[src/rtl/bft_leaf_endpoint_if.sv]
// Signals between a BFT leaf endpoint and its surroundings.
// Carries the BFT packet ports and the user TX/RX word streams.
interface bft_leaf_endpoint_if #(
   parameter int PACKET_BITS  = 49,
   parameter int PAYLOAD_BITS = 32,
   parameter int CREDIT_BITS  = 8
);
   logic [PACKET_BITS-1:0]  din_leaf_bft2endpoint;
   logic [PACKET_BITS-1:0]  dout_leaf_endpoint2bft;
   logic                    resend;
   logic                    resend_out;
   logic [PAYLOAD_BITS-1:0] s_data;
   logic                    s_vld;
   logic                    s_ack;
   logic [PAYLOAD_BITS-1:0] m_data;
   logic                    m_vld;
   logic                    m_ack;
   logic [CREDIT_BITS-1:0]  credits;

   modport slave (
      input  din_leaf_bft2endpoint, resend, s_data, s_vld, m_ack,
      output dout_leaf_endpoint2bft, resend_out, s_ack, m_data, m_vld, credits
   );

   modport master (
      output din_leaf_bft2endpoint, resend, s_data, s_vld, m_ack,
      input  dout_leaf_endpoint2bft, resend_out, s_ack, m_data, m_vld, credits
   );
endinterface

[src/rtl/bft_leaf_endpoint.sv]
// BFT-side peer of a leaf: packs a credit-gated user stream into BFT packets and
// unpacks inbound packets into a FWFT FIFO, returning freespace updates to the sender.
module bft_leaf_endpoint #(
   parameter int PACKET_BITS           = 49,
   parameter int PAYLOAD_BITS          = 32,
   parameter int NUM_LEAF_BITS         = 5,
   parameter int NUM_PORT_BITS         = 4,
   parameter int NUM_ADDR_BITS         = 7,
   parameter int DST_LEAF              = 2,
   parameter int DST_PORT              = 2,
   parameter int SELF_LEAF             = 1,
   parameter int CREDIT_INIT           = 128,
   parameter int RX_DEPTH              = 16,
   parameter int FREESPACE_UPDATE_SIZE = 8
) (
   input logic                clk,
   input logic                reset,
   bft_leaf_endpoint_if.slave bus
);
   // state | meaning
   // SEND  | drive a pending update, else an accepted user word, else an idle packet
   // HOLD  | BFT rejected the driven packet; keep re-presenting it until accepted

   localparam int CREDIT_BITS = 8;
   localparam int PTR_BITS    = $clog2(RX_DEPTH);
   localparam int CNT_BITS    = PTR_BITS + 1;
   localparam int POP_BITS    = $clog2(FREESPACE_UPDATE_SIZE + 1);
   localparam int SNAP_BITS   = PAYLOAD_BITS - NUM_LEAF_BITS;
   localparam int PORT_LSB    = PAYLOAD_BITS + NUM_ADDR_BITS;

   typedef enum logic {SEND, HOLD} tx_state_t;

   tx_state_t                state;
   logic [PACKET_BITS-1:0]   dout;
   logic [NUM_ADDR_BITS-1:0] tx_seq;
   logic [CREDIT_BITS-1:0]   credits;
   logic                     upd_pending;
   logic [SNAP_BITS-1:0]     upd_snap;
   logic [POP_BITS-1:0]      pop_cnt;

   logic                     in_valid;
   logic [NUM_PORT_BITS-1:0] in_port;
   logic [PAYLOAD_BITS-1:0]  in_payload;
   logic                     unused_fields;

   assign in_valid      = bus.din_leaf_bft2endpoint[PACKET_BITS-1];
   assign in_port       = bus.din_leaf_bft2endpoint[PORT_LSB +: NUM_PORT_BITS];
   assign in_payload    = bus.din_leaf_bft2endpoint[PAYLOAD_BITS-1:0];
   // Leaf and sequence fields of inbound packets carry nothing this endpoint acts on.
   assign unused_fields = ^{bus.din_leaf_bft2endpoint[PACKET_BITS-2 -: NUM_LEAF_BITS],
                            bus.din_leaf_bft2endpoint[PAYLOAD_BITS +: NUM_ADDR_BITS]};

   logic s_ack;
   logic xfer;
   logic hold_req;
   logic ctrl_send;

   assign s_ack     = !reset && (state == SEND) && (credits != '0) && !bus.resend && !upd_pending;
   assign xfer      = bus.s_vld && s_ack;
   assign hold_req  = bus.resend && dout[PACKET_BITS-1];
   assign ctrl_send = (state == SEND) && !hold_req && upd_pending;

   logic [CREDIT_BITS-1:0] credit_ret;
   logic [CREDIT_BITS+1:0] credit_sum;
   logic [CREDIT_BITS+1:0] credit_next;

   always_comb begin
      credit_ret = '0;
      if (in_valid && (in_port == '0))
         credit_ret = in_payload[7:0];
      credit_sum  = {2'b00, credits} + {2'b00, credit_ret} - {{(CREDIT_BITS+1){1'b0}}, xfer};
      credit_next = credit_sum;
      if (credit_sum > (CREDIT_BITS+2)'(CREDIT_INIT))
         credit_next = (CREDIT_BITS+2)'(CREDIT_INIT);
   end

   logic [PAYLOAD_BITS-1:0] mem [RX_DEPTH];
   logic [PTR_BITS-1:0]     wr_ptr;
   logic [PTR_BITS-1:0]     rd_ptr;
   logic [CNT_BITS-1:0]     count;
   logic                    resend_out;
   logic                    m_vld;
   logic                    push_req;
   logic                    full;
   logic                    pop;
   logic                    push_ok;

   assign m_vld    = (count != '0);
   assign full     = (count == CNT_BITS'(RX_DEPTH));
   assign pop      = m_vld && bus.m_ack;
   assign push_req = in_valid && (in_port != '0);
   assign push_ok  = push_req && (!full || pop);

   logic [POP_BITS-1:0] pop_sum;
   logic                crossing;

   assign pop_sum  = pop_cnt + POP_BITS'(pop);
   assign crossing = (pop_sum == POP_BITS'(FREESPACE_UPDATE_SIZE));

   always_ff @(posedge clk) begin
      if (reset) begin
         state       <= SEND;
         dout        <= '0;
         tx_seq      <= '0;
         credits     <= CREDIT_BITS'(CREDIT_INIT);
         upd_pending <= 1'b0;
         upd_snap    <= '0;
         pop_cnt     <= '0;
      end else begin
         credits <= CREDIT_BITS'(credit_next);
         case (state)
            SEND: begin
               if (hold_req) begin
                  state <= HOLD;
               end else if (upd_pending) begin
                  dout <= {1'b1, NUM_LEAF_BITS'(DST_LEAF), {NUM_PORT_BITS{1'b0}}, tx_seq,
                           NUM_LEAF_BITS'(SELF_LEAF), upd_snap};
               end else if (xfer) begin
                  dout   <= {1'b1, NUM_LEAF_BITS'(DST_LEAF), NUM_PORT_BITS'(DST_PORT), tx_seq,
                             bus.s_data};
                  tx_seq <= tx_seq + 1'b1;
               end else begin
                  dout <= '0;
               end
            end
            HOLD: begin
               if (!bus.resend) begin
                  state <= SEND;
                  dout  <= '0;
               end
            end
         endcase
         // A crossing while an unsent update is pending folds into the same snapshot.
         if (crossing) begin
            upd_pending <= 1'b1;
            upd_snap    <= ((upd_pending && !ctrl_send) ? upd_snap : '0) +
                           SNAP_BITS'(FREESPACE_UPDATE_SIZE);
            pop_cnt     <= pop_sum - POP_BITS'(FREESPACE_UPDATE_SIZE);
         end else begin
            pop_cnt <= pop_sum;
            if (ctrl_send)
               upd_pending <= 1'b0;
         end
      end
   end

   always_ff @(posedge clk) begin
      if (push_ok)
         mem[wr_ptr] <= in_payload;
   end

   always_ff @(posedge clk) begin
      if (reset) begin
         wr_ptr     <= '0;
         rd_ptr     <= '0;
         count      <= '0;
         resend_out <= 1'b0;
      end else begin
         resend_out <= push_req && full && !pop;
         if (push_ok)
            wr_ptr <= wr_ptr + 1'b1;
         if (pop)
            rd_ptr <= rd_ptr + 1'b1;
         case ({push_ok, pop})
            2'b10:   count <= count + 1'b1;
            2'b01:   count <= count - 1'b1;
            default: count <= count;
         endcase
      end
   end

   assign bus.dout_leaf_endpoint2bft = dout;
   assign bus.resend_out             = resend_out;
   assign bus.s_ack                  = s_ack;
   assign bus.m_vld                  = m_vld;
   assign bus.m_data                 = m_vld ? mem[rd_ptr] : '0;
   assign bus.credits                = credits;
endmodule

[src/flat_wrapper.sv]
// flat-port wrapper written by rule: the top's interface ports become plain ports
module bft_leaf_endpoint_flat 
#(
   parameter int PACKET_BITS           = 49,
   parameter int PAYLOAD_BITS          = 32,
   parameter int NUM_LEAF_BITS         = 5,
   parameter int NUM_PORT_BITS         = 4,
   parameter int NUM_ADDR_BITS         = 7,
   parameter int DST_LEAF              = 2,
   parameter int DST_PORT              = 2,
   parameter int SELF_LEAF             = 1,
   parameter int CREDIT_INIT           = 128,
   parameter int RX_DEPTH              = 16,
   parameter int FREESPACE_UPDATE_SIZE = 8
)
  (clk, reset, bus_din_leaf_bft2endpoint, bus_resend, bus_s_data, bus_s_vld, bus_m_ack, bus_dout_leaf_endpoint2bft, bus_resend_out, bus_s_ack, bus_m_data, bus_m_vld, bus_credits);
  bft_leaf_endpoint_if #(.PACKET_BITS(PACKET_BITS), .PAYLOAD_BITS(PAYLOAD_BITS)) bus_i ();
  input logic clk;
  input logic reset;
  input wire logic [$bits(bus_i.din_leaf_bft2endpoint)-1:0] bus_din_leaf_bft2endpoint;
  input wire logic [$bits(bus_i.resend)-1:0] bus_resend;
  input wire logic [$bits(bus_i.s_data)-1:0] bus_s_data;
  input wire logic [$bits(bus_i.s_vld)-1:0] bus_s_vld;
  input wire logic [$bits(bus_i.m_ack)-1:0] bus_m_ack;
  output wire logic [$bits(bus_i.dout_leaf_endpoint2bft)-1:0] bus_dout_leaf_endpoint2bft;
  output wire logic [$bits(bus_i.resend_out)-1:0] bus_resend_out;
  output wire logic [$bits(bus_i.s_ack)-1:0] bus_s_ack;
  output wire logic [$bits(bus_i.m_data)-1:0] bus_m_data;
  output wire logic [$bits(bus_i.m_vld)-1:0] bus_m_vld;
  output wire logic [$bits(bus_i.credits)-1:0] bus_credits;
  assign bus_i.din_leaf_bft2endpoint = bus_din_leaf_bft2endpoint;
  assign bus_i.resend = bus_resend;
  assign bus_i.s_data = bus_s_data;
  assign bus_i.s_vld = bus_s_vld;
  assign bus_i.m_ack = bus_m_ack;
  assign bus_dout_leaf_endpoint2bft = bus_i.dout_leaf_endpoint2bft;
  assign bus_resend_out = bus_i.resend_out;
  assign bus_s_ack = bus_i.s_ack;
  assign bus_m_data = bus_i.m_data;
  assign bus_m_vld = bus_i.m_vld;
  assign bus_credits = bus_i.credits;
  bft_leaf_endpoint #(.PACKET_BITS(PACKET_BITS), .PAYLOAD_BITS(PAYLOAD_BITS), .NUM_LEAF_BITS(NUM_LEAF_BITS), .NUM_PORT_BITS(NUM_PORT_BITS), .NUM_ADDR_BITS(NUM_ADDR_BITS), .DST_LEAF(DST_LEAF), .DST_PORT(DST_PORT), .SELF_LEAF(SELF_LEAF), .CREDIT_INIT(CREDIT_INIT), .RX_DEPTH(RX_DEPTH), .FREESPACE_UPDATE_SIZE(FREESPACE_UPDATE_SIZE)) u_core (.clk(clk), .reset(reset), .bus(bus_i));
endmodule
[config.mk]
export PLATFORM = sky130hd
export DESIGN_NAME = bft_leaf_endpoint_flat
export DESIGN_NICKNAME = d
export VERILOG_FILES = /design/src/rtl/bft_leaf_endpoint_if.sv /design/src/rtl/bft_leaf_endpoint.sv /design/src/flat_wrapper.sv
export SDC_FILE = /design/constraint.sdc
export NUM_CORES = 1
export LEC_CHECK = 0
export CAP_MARGIN = 20
export CORE_ASPECT_RATIO = 1.5
export CORE_MARGIN = 2
export CORE_UTILIZATION = 30
export DETAILED_ROUTE_END_ITERATION = 10
export PLACE_DENSITY_LB_ADDON = 0.12
export SYNTH_ARGS = -nofsm -noshare
export SYNTH_HDL_FRONTEND = slang
export SYNTH_SLANG_ARGS = --single-unit
[constraint.sdc]
create_clock -name clk -period 5.85 [get_ports clk]
set_input_delay 0.8775 -clock clk [delete_from_list [all_inputs] [get_ports clk]]
set_output_delay 0.8775 -clock clk [all_outputs]
set_load 0.005 [all_outputs]
======== Word level (Yosys, flattened, before mapping) ========
Memories as Yosys holds them, arrays and structs flattened. A register that Yosys moved wholly into a read port is not among the register bits.
Index checks and enable logic that the tools add are counted.
operators by class
  magnitude comparators ................... 1
  bitwise operators ....................... 3
  reductions and logical operators ........ 32
  add/subtract/negate cells ............... 10
  muxes and demuxes ....................... 19
  equality and inequality tests ........... 6
operators with widths
  operator                 count
  $mux W49                 4
  $pmux W49 S2             1
  $mux W32                 1
  $add A27 B4 Y27 const B  1
  $mux W27                 1
  $logic_and A1 B1 Y1      15
  $mux W4                  3
  $gt A10 B8 Y1 const B    1
  $pmux W5 S2              1
  $sub A10 B1 Y10          1
  $add A8 B8 Y9            1
  $add A4 B1 Y4 const B    2
  $mux W8                  1
  $reduce_bool A8 Y1       1
  $add A7 B1 Y7 const B    1
  $logic_not A1 Y1         7
  $mux W1                  6
  $add A5 B1 Y5 const B    1
  $eq A5 B5 Y1 const B     1
  $reduce_bool A5 Y1       1
  $sub A5 B1 Y5 const B    1
  $add A4 B1 Y4            1
  $eq A4 B4 Y1 const B     1
  $logic_not A4 Y1         1
  12 further kinds         16
storage, ports and cells
  input port bits ......................... 86
  flip-flop bits (word level) ............. 111
  memory bits (writable) .................. 512
  output and inout port bits .............. 92
  memories kept ........................... 1
  logic and storage cells ................. 83
memories
  memory      words  width  rd ports  clocked after Yosys merged registers in  write ports  RTL line                 source
  u_core.mem  16     32     1         1                                        1            bft_leaf_endpoint.sv:77  logic [PAYLOAD_BITS-1:0] mem [RX_DEPTH];

======== Logic depth before layout (Yosys ltp) ========
  word-level depth ........................ 10
  gate-level depth with buffers ........... 14
  mapped depth without buffers ............ 12

======== Worst setup path before layout ========
OpenSTA, ideal clock, no wires.
  path kind ............................... input to register
  start ................................... in bus_din_leaf_bft2endpoint[40]
  end ..................................... mem u_core.mem[3][0], enable pin
  path buffers ............................ 1
  path slack .............................. 1479 ps
  library setup time ...................... 461 ps
  arrival ................................. 3910 ps
  stages on the path ...................... 6
  data required time ...................... 5389 ps
  cell sequence ........................... nor4_1 > nand2b_1 > nor2b_1 > clkbuf_1 > nand2_1 > nor3_1
on the way
  longest elaborated chain between the ends .. 5
RTL lines
  what                           RTL line                  source
  start: declaration             flat_wrapper.sv:20        input wire logic [$bits(bus_i.din_leaf_bft2endpoint)-1:0] bus_din_leaf_bft2endpoint;
  $reduce_bool A4 Y1             bft_leaf_endpoint.sv:91   assign push_req = in_valid && (in_port != '0);
  $logic_and A1 B1 Y1            bft_leaf_endpoint.sv:91
  $logic_and A1 B1 Y1            bft_leaf_endpoint.sv:92   assign push_ok = push_req && (!full || pop);
  $mux W1                        bft_leaf_endpoint.sv:148  if (push_ok)
  $mux W1 (implied by the code)  bft_leaf_endpoint.sv:149  mem[wr_ptr] <= in_payload;
  end: declaration               bft_leaf_endpoint.sv:77
Every way passes these cells.

==> impl_metrics.py <==
metrics = {
    "outcome": {
        "status": "finished, final reports clean",
    },
    "cts": {
        "cts.sinks": 616,
        "cts_buffer_depth": 3,
        "hold_buffers": 0,
        "cts_buffers": 60,
        "post-cts-setup-buffers": 0,
        "cts_resized": 0,
        "clock_latency_ps": 630,
        "path_clk_slew_ps": 60,
        "htreeDepth": 2,
        "cts_root_buffer": "clkbuf_16",
        "cts_tree": "yes",
    },
    "timing": {
        "hold_violations": 0,
        "worst_pin_slew_ps": 1040,
        "slew_violations": 0,
        "fin_ws_ps": 1350,
        "finClkSkew_ps": 13.3,
        "slew_headroom_pct": 30.7,
        "rsz0062_at_grt": "false",
        "period_share_pct": 77.0,
        "fin_crit_ps": 4500,
        "fin_setup_tns_ps": 0,
        "fmax_mhz": 222,
        "whs_ps": 469,
        "finalSetupViolCount": 0,
    },
    "die": {
        "coreArea_um2": 80900,
        "rows": 128,
        "die_w_um": 237,
        "io_pins": 178,
        "die_h_um": 353,
        "dieArea_um2": 83600,
        "start_util_pct": 30.1,
    },
    "pwr": {
        "power_leakage_nw": 9.31,
        "vdd_drop_max_mv": 0.234,
        "p_per_area_nw_per_um2": 371,
    },
    "finish": {
        "fill_cells": 7569,
        "areaGrowthSynthToFinish_pct": 20.3,
        "layout_common_cells": "edfxtp_1 (512), mux4_2 (160), clkdlybuf4s50_1 (157)",
        "nets": 1605,
        "register_area_um2": 17500,
        "multi_input_area_um2": 6610,
        "layout_commonest_cell": "edfxtp_1",
        "num_antenna_cells": 0,
        "drive_gt1_share_pct": 20.6,
    },
    "yosys": {
        "seq_area_frac_synth_pct": 71.6,
        "ys_ff_latch": 616,
        "synth_top_area_share_pct": 63.1,
        "syn-cell-area_um2": 24400,
        "syn_avg_cell_area_um2": 18.6,
        "ys.flop_type": "edfxtp_1",
        "synth_largest_area_cell": "edfxtp_1",
        "ys_warn_count": 0,
        "synth_edf_count": 512,
        "yosys-top-cells-area": "edfxtp_1 (63%), mux4_2 (15%), dfxtp_1 (8.5%), ha_1 (1.1%), a222oi_1 (0.99%)",
        "synth_cell_types": 61,
        "synthCells": 1310,
        "async_reset_ff_share_pct": 0,
    },
    "placed_design": {
        "place_congestion": 0.746,
        "dp_hpwl_mm": 34.2,
        "pre_cts_slack_ps": 1260,
        "port-buffer-count": 158,
    },
    "setup_path": {
        "endpoint_kind": "output pin",
        "cp_max_fo": 54,
        "arrival_ps": 3630,
        "startpoint_type": "flop",
        "cp.required_ps": 4970,
        "r2r_cells": 12,
        "critPathKind": "flop to output pin",
    },
    "drt": {
        "route.detailed.drc": 0,
        "drt_wl_total_mm": 61.1,
        "drt-pass1-iter-count": 6,
        "via_per_inst": 4.91,
        "wl_per_cell_um": 23.7,
        "via_count": 12700,
        "drt_iter0_markers": 792,
        "postRouteAntennaNets": 0,
    },
    "global_routing": {
        "grt_overflow_total": 0,
        "grt_pass1_wl_mm": 90.6,
        "grt_max_degree": 129,
        "antenna_found_initial": 1,
        "track_usage_pct": 14.6,
        "grt_pass1_vias": 13800,
    },
    "flow_run": {
        "drv_cap": 0,
    },
    "hold_path": {
        "hp-class": "flop to flop",
        "whs_path_depth": 1,
    },
}
-- sequential cells by signal, indices dropped and copies added, names as in the netlist, named ones only --
name	count
u_core.bus.resend_out	1
u_core.mem	512
u_core.count	5
u_core.rd_ptr	4
u_core.state	1
u_core.upd_snap	24
u_core.pop_cnt	4
u_core.wr_ptr	4
u_core.bus.dout_leaf_endpoint2bft	41
u_core.tx_seq	7
u_core.upd_pending	1
u_core.bus.credits	8
-- power by group --
| group | switching (mW) | leakage [nW] | internal, mW |
|---|---|---|---|
| registers | 0.0893 | 5.47 | 4.87 |
| logic | 0.962 | 2.93 | 1.16 |
| clock network | 1.65 | 0.918 | 2.14 |
| total | 2.70 | 9.31 | 8.17 |
-- synthesized netlist by cell type (7+ instances only) --
cell type / count
and2_1: 34
edfxtp_1: 512
a31oi_1: 7
dfxtp_1: 104
xnor2_1: 16
a222oi_1: 24
buf_4: 10
nand3_1: 7
nor2_1: 56
nor3_1: 19
mux4_2: 160
clkbuf_1: 44
xor2_1: 13
and3_1: 18
a22o_1: 15
inv_1: 36
a21oi_1: 32
nand4_1: 10
nand2_1: 36
ha_1: 22
o21ai_0: 30
buf_2: 17
-- critical path, stage by stage, from the launching register on --
cell and delay [ps]:
dfxtp_4 730, buf_12 480, mux4_2 580, mux4_2 540, and2_1 180, clkdlybuf4s50_1 430
-- layout make-up --
cell class	instances	area share, %
Tap cell	1040	4.44
Inverter	36	0.461
Timing Repair Buffer	191	6.52
Sequential cell	616	59.6
Multi-Input combinational cell	590	22.5
Clock inverter	35	1.14
Clock buffer	75	5.31
-- layer usage --
metal / wire length [um] / up-vias / GRT usage (%)
li1: - / 5659 / -
met1: 25600 / 6660 / 18.1
met2: 31500 / 271 / 25.9
met3: 2770 / 81 / 2.99
met4: 1310 / 0 / 3.96
met5: 0 / - / 0
-- kinds of logic (layout without fill, tap and decap cells) --
group / Yosys count / in the layout / synth area share [%]
adders and majority gates: 25 / 25 / 1.33
AOI/OAI and AO/OA: 136 / 136 / 3.96
and+or+nand+nor: 229 / 229 / 5.13
DFF: 616 / 616 / 71.6
buffers and inverters: 110 / 337 / 1.94
other: 1 / 7 / 0.0154
xor gates and xnor gates: 29 / 29 / 1.04
muxes: 164 / 164 / 14.9
-- final timing paths --
path                                                      startpoint                                            endpoint  slack [ps]
hold / removal    u_core.bus.dout_leaf_endpoint2bft[40]$_SDFFE_PP0N_  u_core.bus.dout_leaf_endpoint2bft[40]$_SDFFE_PP0N_         470
setup reg to reg                        u_core.count[3]$_SDFFE_PP0P_                    u_core.upd_snap[16]$_SDFFE_PP0P_        2120
hold reg to reg   u_core.bus.dout_leaf_endpoint2bft[40]$_SDFFE_PP0N_  u_core.bus.dout_leaf_endpoint2bft[40]$_SDFFE_PP0N_         470
setup / recovery                                                flop                                      bus_m_data[29]        1350
-- through the flow --
stage	utilization, %	total power, mW	std cells	instance area, um^2
final	36.3	10.9	2583	29300
after global routing	36.3	11.4	2583	29300
after CTS	36.3	11.1	2583	29300
after detailed placement	33.9	7.26	2473	27400
after global placement	33.9	7.25	2472	27400
after floorplan	-	6.26	1316	24400
(Power assumes the default switching activity.)
